`config.mk`:
```
export PLATFORM = sky130hd
export DESIGN_NAME = pulse_event_scheduler
export DESIGN_NICKNAME = d
export VERILOG_FILES = /design/src/rtl/pulse_event_scheduler.sv
export SDC_FILE = /design/constraint.sdc
export NUM_CORES = 1
export LEC_CHECK = 0
export BUFFER_PORTS_ARGS = -buffer_cell sky130_fd_sc_hd__buf_4
export CAP_MARGIN = 25
export CORE_UTILIZATION = 30
export CTS_CLUSTER_SIZE = 30
export DETAILED_ROUTE_END_ITERATION = 6
export PLACE_DENSITY = 0.46
export SYNTH_ARGS = -nofsm -noshare
export SYNTH_HDL_FRONTEND = slang
export SYNTH_SLANG_ARGS = --single-unit
```
`constraint.sdc`:
```
create_clock -name clk -period 3 [get_ports clk]
set_clock_uncertainty 0.05 [all_clocks]
set_input_delay 0.6 -clock clk [delete_from_list [all_inputs] [get_ports clk]]
set_output_delay 0.6 -clock clk [all_outputs]
set_load 0.01 [all_outputs]
```
`src/rtl/pulse_event_scheduler.sv`:
```
// Per-channel consecutive-high pulse filters feeding sticky pending bits,
// drained one event at a time by a round-robin valid/ready scheduler.
module pulse_event_scheduler #(
    parameter int NUM_CH     = 4,
    parameter int FILTER_LEN = 3
) (
    input  logic                      clk,
    input  logic                      rst,
    input  logic [NUM_CH-1:0]         noisy_in,
    input  logic [NUM_CH-1:0]         ch_enable,
    output logic                      evt_valid,
    output logic [$clog2(NUM_CH)-1:0] evt_ch,
    input  logic                      evt_ready,
    output logic [NUM_CH-1:0]         pending,
    output logic [NUM_CH-1:0]         overflow,
    input  logic [NUM_CH-1:0]         ovf_clear
);
    localparam int CW  = $clog2(FILTER_LEN + 1);
    localparam int CHW = $clog2(NUM_CH);
    localparam logic [CW-1:0] CNT_MAX  = CW'(FILTER_LEN);
    localparam logic [CW-1:0] CNT_QUAL = CW'(FILTER_LEN - 1);

    typedef enum logic {EMPTY, OFFER} state_t;

    state_t            state;
    logic [CHW-1:0]    last_grant;
    logic [CHW-1:0]    grant;
    logic              grant_vld;
    logic              free;
    logic [NUM_CH-1:0] qual;
    logic [NUM_CH-1:0] xfer;

    for (genvar k = 0; k < NUM_CH; k++) begin : g_filter
        logic [CW-1:0] cnt;

        // Saturating at FILTER_LEN keeps a long high level from re-qualifying.
        always_ff @(posedge clk or posedge rst) begin
            if (rst) begin
                cnt <= '0;
            end else if (!noisy_in[k] || !ch_enable[k]) begin
                cnt <= '0;
            end else if (cnt != CNT_MAX) begin
                cnt <= cnt + 1'b1;
            end
        end

        assign qual[k] = noisy_in[k] && ch_enable[k] && (cnt == CNT_QUAL);
    end

    assign free = (state == EMPTY) || evt_ready;

    // Round-robin search: first pending channel strictly after last_grant, wrapping.
    always_comb begin
        int             idx_int;
        logic [CHW-1:0] idx;
        // NOTE: every combinational output gets a default first so no latch is inferred.
        grant     = '0;
        grant_vld = 1'b0;
        idx_int   = 0;
        idx       = '0;
        for (int i = 1; i <= NUM_CH; i++) begin
            idx_int = (int'(last_grant) + i) % NUM_CH;
            idx     = CHW'(idx_int);
            if (!grant_vld && pending[idx]) begin
                grant     = idx;
                grant_vld = 1'b1;
            end
        end
    end

    always_comb begin
        xfer = '0;
        if (free && grant_vld) begin
            xfer[grant] = 1'b1;
        end
    end

    always_ff @(posedge clk or posedge rst) begin
        if (rst) begin
            state      <= EMPTY;
            evt_valid  <= 1'b0;
            evt_ch     <= '0;
            last_grant <= CHW'(NUM_CH - 1);
            pending    <= '0;
            overflow   <= '0;
        end else begin
            // NOTE: non-blocking assignments so every term reads the pre-edge pending value.
            pending  <= qual | (pending & ~xfer);
            overflow <= (qual & pending & ~xfer) | (overflow & ~ovf_clear);
            if (free) begin
                if (grant_vld) begin
                    state      <= OFFER;
                    evt_valid  <= 1'b1;
                    evt_ch     <= grant;
                    last_grant <= grant;
                end else begin
                    state     <= EMPTY;
                    evt_valid <= 1'b0;
                end
            end
        end
    end
endmodule

```
==> results.md, run 1 <==
- Top post-synthesis cells by area: dfrtp_1 (40%), ha_1 (8.3%), nor2_1 (5.6%)
- Final std cells w/o fill: 203
- Drt wl/cell: 12.44 um
- Register area share after synthesis: between 40 and 50%
- Routed Antenna Nets: 0
- Fin crit share: around 55%
- GRT Overall Usage: 13.77%
- Initial antenna violation count: 0
- Status: complete, no violations
- H-tree levels: 1
- Syn Inst Count: 129
- Maximum vdd drop: 0.2909 mV
- CTS tree: done
- Wire length on met3: ~81 um
- P_leak: ~0.74 nW
- Period minus WS final: ~1.7 ns
- RSZ-0062 raised after global routing: false
- Most frequent cells in the layout: buf_4 (25), dfrtp_1 (19), nor2_1 (18)
- Fin Setup TNS: 0 ns
- Worst Setup End Kind: output port
- Worst Hold Class: flip-flop to flip-flop
- DRC: 0
- Post-CTS sizing: 0
- Slowest cell on crit path: dfrtp_1
- Maximum buffer depth of the clock tree: 2
- CP startpoint: pending[3]
- Crit path kind: flip-flop to output port
- GRT overflow: 0
- FF+latch count, synth: 21
- Max Slew Vio Count: 0
- Rows: 22
- Worst path cell trace: buf_4
- Post-detail-place hpwl: 1.979 mm
- Mapped Nets: ~150
- I/O pin cnt: 26
- Slew margin rel.: 44.12%
- Share of cells above drive strength 1: 21.94%
- # diodes: 0
- Commonest non-fill, non-tap cell in the layout: buf_4
- Total number of vias: 979
- Effective utilization at floorplan: 32.05%
- First-pass GRT wire length: 4.478 mm
- Syn Area/Cell: 9.302 um2
- Metal-1 WL: 1.217 mm
- Power Dens Cells: 803.5 nW/um2
- Reg clk slew, reported paths: 0.08 ns
- Post-CTS repair timing setup buffer count: 0
- Max FO, Critical Path: 12
- Die span in y: ~65 um
- DR top layer: met4
- Reg2reg start: last_grant[1]
- 1st-iter DRT viols: 21
- Die area: 4256 um2
- Synth area leader: dfrtp_1
- PortBufs: 25
- Delay of the slowest critical-path stage: 0.55 ns
- Worst Max-Slew Pin Slew: 0.8372 ns
- Hold Buf Count CTS: 0
- Hold wc startpoint: overflow[3]
- Vias per inst: 4.823
- Synth Warn #: 0
- Met2 wire length: 1.180 mm
- Final Hold Viols: 0
- CTS Sinks: 21
- Critical path's top delay family: flip-flops
- Fmax: 605.9 MHz
- Largest net degree at the start of global routing: 22
- Core area: approximately 3700 um2
- Root buf cell: clkbuf_8
- Internal reg-to-reg setup slack: 1.37 ns
- Worst-skew pair later-pin latency: between 0.2 and 0.3 ns
- WP buf/inv: 1
- Fin util: 39.34%
- CTS Buf Count: 3
- Unique cell type count in the Yosys netlist: 35
- Pre-antenna DRT Iters: 4
- Vias in the first global route: 992
- Worst Path Required: around 2.4 ns
- Data arrival, critical path: 1.00 ns
- Die width: roughly 65 um
- Placed cells: 199
- Share of the synthesized area in the top cell type: 39.62%
- Setup crit start kind: flip-flop
- # Max-Cap Violations: 0
- Final setup violation count: 0
- RePlAce Congestion: 0.7503
- Final wirelength: about 2.5 mm
- Post-synthesis cell area: 1200 um2
- Nets: 179
- Layout area overhead: 22.73%
## Yosys cell counts, drive strengths merged
cell,n
dfrtp,19
nor2,18
a21oi,11
nand2,9
ha,8
inv,8
nand2b,6
nor2b,5
nand3,4
o21ai,4
xor2,4
a31oi,3
and3,3
buf,3
nor3,3
o22ai,3
a41oi,2
dfstp,2
o211ai,2
o21a,2
a211oi,1
a21o,1
a32oi,1
and2,1
and3b,1
mux2i,1
nand4,1
o22a,1
or2,1
or3,1
## sequential cells by signal, indices dropped and copies added, names as in the netlist
register / count
pending: 4
evt_ch: 2
state: 1
overflow: 4
g_filter.cnt: 8
last_grant: 2
## stage by stage
step           setup slack [ns]  hold WS (ns)  area (um2)  power [W]
2_1_floorplan             1.494        0.4191        1200  0.0008381
3_3_place_gp              1.368        0.4267        1426   0.001001
3_5_place_dp              1.308        0.4283        1426   0.001007
4_1_cts                   1.334        0.4505        1473   0.001202
5_1_grt                   1.285        0.4912        1473   0.001280
6_report                  1.350        0.4436        1473   0.001183
## kinds of logic (layout without fill, tap and decap cells)
family | Yosys count | count (layout) | synth area share, %
XOR/XNOR | 4 | 4 | 2.919
buffers and inverters | 11 | 37 | 4.275
AND/OR/NAND/NOR | 53 | 53 | 22.42
multiplexers | 1 | 1 | 0.8342
AO/OA/AOI/OAI | 31 | 31 | 17.21
flip-flops | 21 | 21 | 44.00
adder cells (fa/ha/maj) | 8 | 8 | 8.342
## final cells by class
cell class / instances / area, um2
multi-input combinational: 97 / 620.6
inverter: 8 / 30.03
timing repair buffer: 25 / 187.7
fill: 399 / 2271
clock buffer: 3 / 41.29
clock inverter: 1 / 5.005
sequential: 21 / 528.0
tap: 48 / 60.06
## metal layers
layer,up-vias,track usage (%)
li1,496,-
met1,459,18.27
met2,19,21.78
met3,5,2.604
met4,0,5.707
met5,-,0
## worst paths after layout
kind,end,cells after the start
setup / recovery,pending[3],1
hold / removal,overflow[3],2
setup reg to reg,pending[3],4
hold reg to reg,overflow[3],2
max in group asynchronous,overflow[1],2
min in group asynchronous,g_filter[0].cnt[0],2
## report_power, final
group	internal, W	switching, W	total (W)
Sequential	0.000362	0.000108	0.000471
Clock	0.0000926	0.0000948	0.000187
Combinational	0.000237	0.000288	0.000525
Total	0.000692	0.000491	0.00118
No activity file was read; power rests on OpenSTA's default activity.
==> inputs of run 2 (changes only) <==
- clock period: 3 -> 1.7 ns (I/O delays scaled with it)
==> results.md, run 2 (same netlist as run 1, synthesis figures left out) <==
- GRT overflow: 0 (unchanged)
- H-tree levels: 1 (unchanged)
- Footprint of the multi-input gates: 620.6 um2 (unchanged)
- Routed Antenna Nets: 0 (unchanged)
- Die width: 65.24 um (unchanged)
- Rows: 22 (unchanged)
- Hold Buf Count CTS: 0 (unchanged)
- Max Slew Vio Count: 0 (unchanged)
- Final std cells w/o fill: 206 (+1.5%)
- Worst path cell trace: mux2i_1 > o22ai_2 > or2_1 > a41oi_2
- P_leak: 0.7506 nW (+1.7%)
- Post-CTS sizing: 0 (unchanged)
- Maximum buffer depth of the clock tree: 2 (unchanged)
- CTS Buf Count: 3 (unchanged)
- Core area: 3744 um2 (unchanged)
- CTS tree: done
- Worst Path Required: 1.84 ns (-0.51 ns)
- Total number of vias: 995 (+1.6%)
- DRC: 0 (unchanged)
- DP Worst Slack: 0.1240 ns (-1.184 ns)
- # diodes: 0 (unchanged)
- Internal reg-to-reg setup slack: 0.10 ns (-1.27 ns)
- Max FO, Critical Path: 10 (-2)
- Register Area: 528.0 um2 (unchanged)
- Slowest cell on crit path: dfstp_2
- CTS Sinks: 21 (unchanged)
- Worst Hold Class: input pin to asynchronous set/reset pin
- Drt wl/cell: 12.07 um (-3.0%)
- R2r endpoint: pending[3]
- RSZ-0062 raised after global routing: false
- Nets: 182 (+1.7%)
- Fill cells: 402 (+0.75%)
- Most frequent cells in the layout: buf_4 (28), dfrtp_1 (19), nor2_1 (18)
- # Max-Cap Violations: 0 (unchanged)
- Crit path kind: flip-flop to flip-flop
- Status: finished with violations
- Fin crit share: 94.03%
- Fin Setup TNS: 0 ns (unchanged)
- Maximum vdd drop: 0.7394 mV (+150%)
- Final Hold Viols: 7 (+7)
- Post-detail-place hpwl: 1.948 mm (-1.6%)
- Data arrival, critical path: 1.73 ns (+0.73 ns)
- Worst-skew pair later-pin latency: 0.26 ns (about the same)
- Commonest non-fill, non-tap cell in the layout: buf_4
- Worst Max-Slew Pin Slew: 0.3804 ns (-0.4568 ns)
- I/O pin cnt: 26 (unchanged)
- Reg clk slew, reported paths: 0.07 ns (about the same)
- Die span in y: 65.24 um (unchanged)
- Period minus WS final: 1.599 ns
- First-pass GRT wire length: 4.512 mm (+0.76%)
- Pre-antenna DRT Iters: 4 (unchanged)
- Reg2reg start: last_grant[1]
- Vias per inst: 4.830 (+0.15%)
- Slew margin rel.: 74.44% (+30 points)
- Layout area overhead: 24.50%
- PortBufs: 25 (unchanged)
- Hold slack: -0.005579 ns (-0.4492 ns)
- Root buf cell: clkbuf_8
- Fmax: 625.6 MHz
- Effective utilization at floorplan: 32.05% (unchanged)
- 1st-iter DRT viols: 27 (+29%)
- Failing checks: hold timing
- Critical path's top delay family: flip-flops
- Share of cells above drive strength 1: 22.78% (+0.85 points)
- Vias in the first global route: 996 (+0.40%)
- Post-CTS repair timing setup buffer count: 0 (unchanged)
- Number of flip-flops in the largest register: 8 (unchanged)
- R2R cell count: 4 (unchanged)
- Largest Register: g_filter.cnt
- Final wirelength: 2.486 mm (-1.5%)
- Biggest regs: g_filter.cnt (8), overflow (4), pending (4)
- Worst Setup End Kind: flip-flop
- Delay of the slowest critical-path stage: 0.63 ns (+0.08 ns)
- Die area: 4256 um2 (unchanged)
- Finished layout cell area: 1494 um2 (+1.4%)
- RePlAce Congestion: 0.8086 (+7.8%)
- Final setup violation count: 0 (unchanged)
- Initial antenna violation count: 0 (unchanged)
- Placed Instance Area: 1449 um2 (+1.6%)
- Power Dens Cells: 1429 nW/um2 (+78%)
- CP startpoint: last_grant[1]
- Placed cells: 202 (+1.5%)
- Worst setup margin: 0.1014 ns (-1.248 ns)
- WP buf/inv: 0 (-1)
- Fin util: 39.91% (+0.57 points)
- GRT Overall Usage: 13.76% (about the same)
- Largest net degree at the start of global routing: 13 (-41%)
- Setup crit start kind: flip-flop
-- run 2: cell types whose count changed in the layout (fill, tap and decap cells not counted) --
cell / change
buf_4: +3
clkbuf_1: +1
clkinv_2: -1
-- run 2: final cells by class --
type / instances / area share, %
clock buffer: 4 / 3.015
sequential: 21 / 35.34
tap: 48 / 4.020
inverter: 8 / 2.010
multi-input combinational: 97 / 41.54
timing repair buffer: 28 / 14.07
-- run 2: layer usage --
| layer | vias to the layer above | part of all wire (%) | GRT usage, % |
|---|---|---|---|
| li1 | 506 | - | - |
| met1 | 458 | 47 | 18.85 |
| met2 | 24 | 46 | 21.52 |
| met3 | 7 | 5.1 | 2.257 |
| met4 | 0 | 1.6 | 5.435 |
| met5 | - | 0 | 0 |
-- run 2: power breakdown --
| group | switching (W) | internal (W) |
|---|---|---|
| sequential | 0.000193 | 0.000639 |
| combinational | 0.000523 | 0.000449 |
| clock | 0.000162 | 0.000167 |
-- run 2: worst max-delay path by stage --
stage                  endpoint  slack (ns)  cells after the start
finish               pending[3]        0.10                      4
global route         pending[3]      0.0004                      4
CTS                  pending[3]        0.11                      4
detailed placement   pending[3]        0.12                      4
global placement    overflow[3]        0.15                      4
floorplan           overflow[3]        0.19                      5
-- run 2: metrics by stage --
stage | hold WS [ns] | power, W
CTS | 0.01454 | 0.002150
detailed placement | 0.3016 | 0.001817
global placement | 0.2857 | 0.001808
floorplan | 0.2650 | 0.001479
finish | -0.005579 | 0.002135
global route | 0.03239 | 0.002317
